### src/rtl/rf_fifo_ctl_32_32_if.sv
// Producer/consumer handshake bundle for rf_fifo_ctl_32_32.
//   push_valid/push_data/push_ready : producer side, write into the FIFO
//   pop_valid/pop_data/pop_ready    : consumer side, head of the queue
// master: the producer/consumer environment; slave: the FIFO controller.
interface rf_fifo_ctl_32_32_if;
    localparam int unsigned DATA_W = 32;

    logic              push_valid;
    logic [DATA_W-1:0] push_data;
    logic              push_ready;
    logic              pop_valid;
    logic [DATA_W-1:0] pop_data;
    logic              pop_ready;

    modport master (
        output push_valid, push_data, pop_ready,
        input  push_ready, pop_valid, pop_data
    );

    modport slave (
        input  push_valid, push_data, pop_ready,
        output push_ready, pop_valid, pop_data
    );
endinterface

### src/rtl/rf_fifo_ctl_32_32.sv
// FIFO controller, 32 x 32 bits, storing data in an external 1R1W register
// file with 1-cycle synchronous read, plus a 2-entry output buffer
// (head + skid) so one word can pop per cycle despite the read latency.
// Ports:
//   rf_clock, rf_reset      : clock, async active-high reset
//   flush                   : synchronous clear of all contents
//   bus (slave)             : push/pop handshake
//   level                   : entries held (RAM + buffer + read in flight), 0..34
//   rf_rd_addr_0/rf_rd_data_0 : register file read port
//   rf_wr_enable/addr/data  : register file write port
module rf_fifo_ctl_32_32 (
    input  logic                  rf_clock,
    input  logic                  rf_reset,
    input  logic                  flush,
    rf_fifo_ctl_32_32_if.slave    bus,
    output logic [5:0]            level,
    output logic [4:0]            rf_rd_addr_0,
    input  logic [31:0]           rf_rd_data_0,
    output logic                  rf_wr_enable,
    output logic [4:0]            rf_wr_addr,
    output logic [31:0]           rf_wr_data
);
    localparam int unsigned DATA_W = 32;
    localparam int unsigned ADDR_W = 5;
    localparam int unsigned CNT_W  = 6;
    localparam int unsigned DEPTH  = 32;

    logic [ADDR_W-1:0] wr_ptr, wr_ptr_n;
    logic [ADDR_W-1:0] rd_ptr, rd_ptr_n;
    logic [CNT_W-1:0]  ram_count, ram_count_n;
    logic              rd_pending, rd_pending_n;
    logic              head_valid, head_valid_n;
    logic [DATA_W-1:0] head_data, head_data_n;
    logic              skid_valid, skid_valid_n;
    logic [DATA_W-1:0] skid_data, skid_data_n;
    logic [CNT_W-1:0]  level_q, level_n;

    logic              push_ok;
    logic              push_fire;
    logic              pop_fire;
    logic              rd_issue;
    logic [1:0]        buf_occ;

    // Handshake decode; flush masks every transfer in its cycle.
    always_comb begin
        push_ok   = (ram_count != CNT_W'(DEPTH)) && !flush;
        push_fire = bus.push_valid && push_ok;
        pop_fire  = head_valid && bus.pop_ready && !flush;
        // Buffer slots still committed after this cycle's pop; never exceeds 2.
        buf_occ   = 2'(head_valid) + 2'(skid_valid) + 2'(rd_pending) - 2'(pop_fire);
        rd_issue  = (ram_count != '0) && (buf_occ < 2'd2) && !flush;
    end

    assign bus.push_ready = push_ok;
    assign bus.pop_valid  = head_valid;
    assign bus.pop_data   = head_data;
    assign rf_wr_enable   = push_fire;
    assign rf_wr_addr     = wr_ptr;
    assign rf_wr_data     = bus.push_data;
    assign rf_rd_addr_0   = rd_ptr;
    assign level          = level_q;

    // Next-state: pointers, RAM occupancy and output buffer.
    always_comb begin
        wr_ptr_n     = wr_ptr;
        rd_ptr_n     = rd_ptr;
        ram_count_n  = ram_count;
        rd_pending_n = rd_pending;
        head_valid_n = head_valid;
        head_data_n  = head_data;
        skid_valid_n = skid_valid;
        skid_data_n  = skid_data;

        if (flush) begin
            wr_ptr_n     = '0;
            rd_ptr_n     = '0;
            ram_count_n  = '0;
            rd_pending_n = 1'b0;
            head_valid_n = 1'b0;
            skid_valid_n = 1'b0;
        end else begin
            wr_ptr_n     = wr_ptr + ADDR_W'(push_fire);
            rd_ptr_n     = rd_ptr + ADDR_W'(rd_issue);
            ram_count_n  = ram_count + CNT_W'(push_fire) - CNT_W'(rd_issue);
            rd_pending_n = rd_issue;

            // Pop first: head refills from skid when it holds a word.
            if (pop_fire) begin
                if (skid_valid) begin
                    head_data_n  = skid_data;
                    skid_valid_n = 1'b0;
                end else begin
                    head_valid_n = 1'b0;
                end
            end

            // Landing read data fills head if free, otherwise the skid.
            if (rd_pending) begin
                if (!head_valid_n) begin
                    head_valid_n = 1'b1;
                    head_data_n  = rf_rd_data_0;
                end else begin
                    skid_valid_n = 1'b1;
                    skid_data_n  = rf_rd_data_0;
                end
            end
        end

        level_n = ram_count_n + CNT_W'(head_valid_n) + CNT_W'(skid_valid_n)
                + CNT_W'(rd_pending_n);
    end

    // State register.
    always_ff @(posedge rf_clock or posedge rf_reset) begin
        if (rf_reset) begin
            wr_ptr     <= '0;
            rd_ptr     <= '0;
            ram_count  <= '0;
            rd_pending <= 1'b0;
            head_valid <= 1'b0;
            head_data  <= '0;
            skid_valid <= 1'b0;
            skid_data  <= '0;
            level_q    <= '0;
        end else begin
            wr_ptr     <= wr_ptr_n;
            rd_ptr     <= rd_ptr_n;
            ram_count  <= ram_count_n;
            rd_pending <= rd_pending_n;
            head_valid <= head_valid_n;
            head_data  <= head_data_n;
            skid_valid <= skid_valid_n;
            skid_data  <= skid_data_n;
            level_q    <= level_n;
        end
    end
endmodule

### src/flat_wrapper.sv
// flat-port wrapper written by rule: the top's interface ports become plain ports
module rf_fifo_ctl_32_32_flat 
  (rf_clock, rf_reset, flush, level, rf_rd_addr_0, rf_rd_data_0, rf_wr_enable, rf_wr_addr, rf_wr_data, bus_push_valid, bus_push_data, bus_pop_ready, bus_push_ready, bus_pop_valid, bus_pop_data);
  rf_fifo_ctl_32_32_if bus_i ();
  input  logic rf_clock;
  input  logic rf_reset;
  input  logic flush;
  output logic [5:0] level;
  output logic [4:0] rf_rd_addr_0;
  input  logic [31:0] rf_rd_data_0;
  output logic rf_wr_enable;
  output logic [4:0] rf_wr_addr;
  output logic [31:0] rf_wr_data;
  input wire logic [$bits(bus_i.push_valid)-1:0] bus_push_valid;
  input wire logic [$bits(bus_i.push_data)-1:0] bus_push_data;
  input wire logic [$bits(bus_i.pop_ready)-1:0] bus_pop_ready;
  output wire logic [$bits(bus_i.push_ready)-1:0] bus_push_ready;
  output wire logic [$bits(bus_i.pop_valid)-1:0] bus_pop_valid;
  output wire logic [$bits(bus_i.pop_data)-1:0] bus_pop_data;
  assign bus_i.push_valid = bus_push_valid;
  assign bus_i.push_data = bus_push_data;
  assign bus_i.pop_ready = bus_pop_ready;
  assign bus_push_ready = bus_i.push_ready;
  assign bus_pop_valid = bus_i.pop_valid;
  assign bus_pop_data = bus_i.pop_data;
  rf_fifo_ctl_32_32 u_core (.rf_clock(rf_clock), .rf_reset(rf_reset), .flush(flush), .bus(bus_i), .level(level), .rf_rd_addr_0(rf_rd_addr_0), .rf_rd_data_0(rf_rd_data_0), .rf_wr_enable(rf_wr_enable), .rf_wr_addr(rf_wr_addr), .rf_wr_data(rf_wr_data));
endmodule
### config.mk
export PLATFORM = sky130hd
export DESIGN_NAME = rf_fifo_ctl_32_32_flat
export DESIGN_NICKNAME = d
export VERILOG_FILES = /design/src/rtl/rf_fifo_ctl_32_32_if.sv /design/src/rtl/rf_fifo_ctl_32_32.sv /design/src/flat_wrapper.sv
export SDC_FILE = /design/constraint.sdc
export NUM_CORES = 1
export LEC_CHECK = 0
export ABC_AREA = 0
export BUFFER_PORTS_ARGS = -buffer_cell sky130_fd_sc_hd__clkbuf_2
export CORE_MARGIN = 2
export CORE_UTILIZATION = 35
export CTS_CLUSTER_DIAMETER = 40
export DETAILED_ROUTE_END_ITERATION = 8
export PLACE_DENSITY = 0.66
export SYNTH_ARGS = -nofsm -noshare
export SYNTH_HDL_FRONTEND = slang
export SYNTH_SLANG_ARGS = --single-unit
export TNS_END_PERCENT = 1
### constraint.sdc
create_clock -name rf_clock -period 8.65 [get_ports rf_clock]
set_input_delay 2.1625 -clock rf_clock [delete_from_list [all_inputs] [get_ports rf_clock]]
set_output_delay 2.1625 -clock rf_clock [all_outputs]
set_load 0.02 [all_outputs]
==> results.tsv <==
stage	metric	value	unit
logic_synthesis	post-synthesis cell type count	37	
logic_synthesis	Top FF cell, synth	dfrtp_1	
global_route	global-route wire length before repair	14800	um
global_route	total congestion overflow	0	
sta	slew margin rel.	23.2	%
logic_synthesis	Synth Instances	378	
cts	Skew-Pair Late Insertion Delay	0.34	ns
sta	Slew @ Worst Pin	1.15	ns
power	PwrDens	368	mW/mm2
cts	cts hold-fix bufs	0	
cells_and_area	Synth-to-Final Area Change	13.3	%
worst_setup_path	Worst setup EP type	flop	
place	Routability Congestion	0.830	
routing	WL/cell	15.7	um
logic_synthesis	syn_area_per_cell	11.4	um2
cells_and_area	most common cell after layout, fill and taps aside	dfrtp_1	
routing	Residual DRC	0	
floorplanning	Die X	115	um
cts	CTS tree	built	
routing	Via Count	2838	
cells_and_area	n_diodes	0	
worst_setup_path	Most Frequent Cell on Critical Path	ha_1	
power	Power Total	1.80	mW
cells_and_area	final net count	521	
cts	Clock transition at path regs	0.06	ns
global_route	initial antenna violation count	0	
worst_setup_path	CP max-delay cell	clkbuf_2	
routing	routed wire length	9160	um
cts	CTS max path bufs	2	
floorplanning	core area	0.0120	mm2
logic_synthesis	Post-Syn Area	0.00432	mm2
sta	period utilization	70.9	%
worst_setup_path	CP max FO	28	
sta	final hold violation count	0	
cts	CTS resizes	0	
global_route	vias in the first global route	2981	
global_route	largest net degree at the start of global routing	90	
sta	slack of the critical path	2.52	ns
logic_synthesis	sequential cell area fraction in the yosys report	51.5	%
logic_synthesis	Yosys Warn Count	0	
worst_hold_path	WHS Path Cells	2	
routing	initial DRC count	164	
sta	Final min period	6.13	ns
cells_and_area	Finished Cell Area	0.00490	mm2
worst_setup_path	arrival time at the worst endpoint	6.35	ns
cts	Clk Tree Root Cell	clkbuf_16	
sta	final setup vio count	0	
logic_synthesis	ys async rst share	100	%
logic_synthesis	EDFF count, synth	0	
worst_setup_path	Crit path depth	19	
worst_setup_path	crit path cell chain	clkbuf_2 > nor2_1 > ha_1 > inv_1 > ha_1 > a21oi_1 > xnor2_1 > a311oi_1 > ha_1 > inv_1 > ha_1 > inv_1 > fa_1 > or2_2 > inv_1 > ha_1 > a21oi_1 > nand4bb_1 > mux2_2	
routing	First-pass DRT Iterations	4	
floorplanning	Die Y	115	um
cells_and_area	layout cells sized above 1	33.5	%
power	worst vdd ir	0.000186	V
cells_and_area	most frequent cells in the layout	89 x dfrtp_1, 87 x clkbuf_2, 78 x nor2_1	
worst_setup_path	CP delay by family, top	adder cells	
sta	setup_tns	0	ns
cts	Post-CTS Setup Inserts	0	
flow_run	Max Cap Viol	0	
cts	H-tree depth	3	
floorplanning	Top Ports	152	
worst_hold_path	hold crit path type	reg2reg	
floorplanning	site row count	40	
sta	FMAX	163	MHz
worst_setup_path	CP max stage delay	0.43	ns
routing	Final ANT Viol Nets	0	
run_status	status	finished, final reports clean	
place	dpl cell area	0.00462	mm2
sta	fin. max-slew vios	0	
cts	Sink Count	89	
floorplanning	initial core utilization	36.0	%
cts	CTS buffer count	9	
global_route	GRT Total Usage	14.5	%
worst_setup_path	critical path required time	8.87	ns
worst_setup_path	Worst Reg-to-Reg Cells	19	
worst_setup_path	critical path launch point type	primary input	
sta	RSZ-0062 raised after global routing	false	
floorplanning	Die Area	0.0133	mm2
power	Leak	2.49	nW
routing	via/cell ratio	4.87	
logic_synthesis	Yosys reg bits	89	
place	Inst Count DP	568	
place	pre-CTS setup slack	2.20	ns
worst_setup_path	CP Class	in2reg	
place	I/O Buffers	87	
logic_synthesis	Syn Nets	467	
cells_and_area	Final Non-Filler Cells	583	
worst_setup_path	Buf/Inv on CP	5	
place	post-DP HPWL	6210	um
sta	Worst Skew	0.00539	ns
-- logic make-up after synthesis --
family / after synthesis / share of synthesized area [%]
simple gates: 110 / 11.4
flops: 89 / 51.5
fa+ha+maj: 20 / 6.31
xor+xnor: 12 / 2.43
buf+inv: 66 / 9.98
mux: 33 / 11.2
compound gates: 48 / 7.18
-- worst register-to-register path: stages, from the launching register on --
cell       delay [ns]
dfrtp_1          0.45
nand2_1          0.12
nor2_1           0.06
ha_1             0.30
inv_1            0.04
ha_1             0.26
a21oi_1          0.18
xnor2_1          0.11
a311oi_1         0.37
ha_1             0.31
inv_1            0.05
ha_1             0.16
inv_1            0.06
fa_1             0.43
or2_2            0.32
inv_1            0.08
ha_1             0.22
a21oi_1          0.21
nand4bb_1        0.16
mux2_2           0.34
-- worst paths after layout --
kind | start | slack [ns] | end
worst max-delay path | flush | 2.52 | u_core.level[5]
worst min-delay path | u_core.skid_data[3] | 0.51 | u_core.bus.pop_data[3]
worst max register to register | u_core.bus.pop_valid | 4.30 | u_core.level[5]
worst min register to register | u_core.skid_data[3] | 0.51 | u_core.bus.pop_data[3]
max in group asynchronous | rf_reset | 5.73 | u_core.skid_data[16]
min in group asynchronous | rf_reset | 2.13 | u_core.rf_rd_addr_0[4]
-- power by group --
group	total, mW	internal (mW)	switching, mW	leakage (nW)
Clock	0.369	0.216	0.153	0.138
Sequential	0.699	0.595	0.104	1.08
Combinational	0.736	0.322	0.414	1.27
-- cell usage after synthesis (2+ instances only) --
cell	n	area, um2
a21oi_1	8	40.0
nand3b_1	2	15.0
o22ai_1	32	200
nand2b_1	3	18.8
buf_2	3	15.0
fa_1	3	60.1
buf_12	3	60.1
inv_1	18	67.6
nor2b_1	7	43.8
xnor2_1	6	52.6
mux2_4	30	450
nor2_1	78	293
mux2_2	3	33.8
buf_4	33	248
ha_1	17	213
nor3_1	2	10.0
a311oi_1	2	17.5
nand3_1	5	25.0
xor2_1	6	52.6
clkbuf_1	8	30.0
dfrtp_1	89	2230
nand2_1	5	18.8
-- layer usage --
layer	GRT usage (%)	wire length, um
met2	24.0	4390
met5	0	0
met4	6.83	194
met1	17.9	4180
met3	3.32	389
-- area by class of cell --
cell class              instances  area, um2
well taps                     147        184
fillers                      1152       7110
multi-input cells             223       1670
clock inverters                 2       12.5
flip-flops and latches         89       2230
repair buffers                 91        465
clock buffers                  13        270
inverters                      18       68.8
-- state kept, by name, indices dropped and copies added (netlist names) --
signal / cells
u_core.skid_valid: 1
u_core.bus.pop_valid: 1
u_core.level: 6
u_core.rd_pending: 1
u_core.ram_count: 6
u_core.rf_wr_addr: 5
u_core.rf_rd_addr_0: 5
u_core.bus.pop_data: 32
u_core.skid_data: 32
-- metrics by stage --
stage | util, % | hold WS (ns)
floorplan | - | 0.475
global placement | 38.4 | 0.489
detailed placement | 38.4 | 0.492
CTS | 40.8 | 0.513
global route | 40.8 | 0.522
finish | 40.8 | 0.507
(Power assumes the default switching activity.)
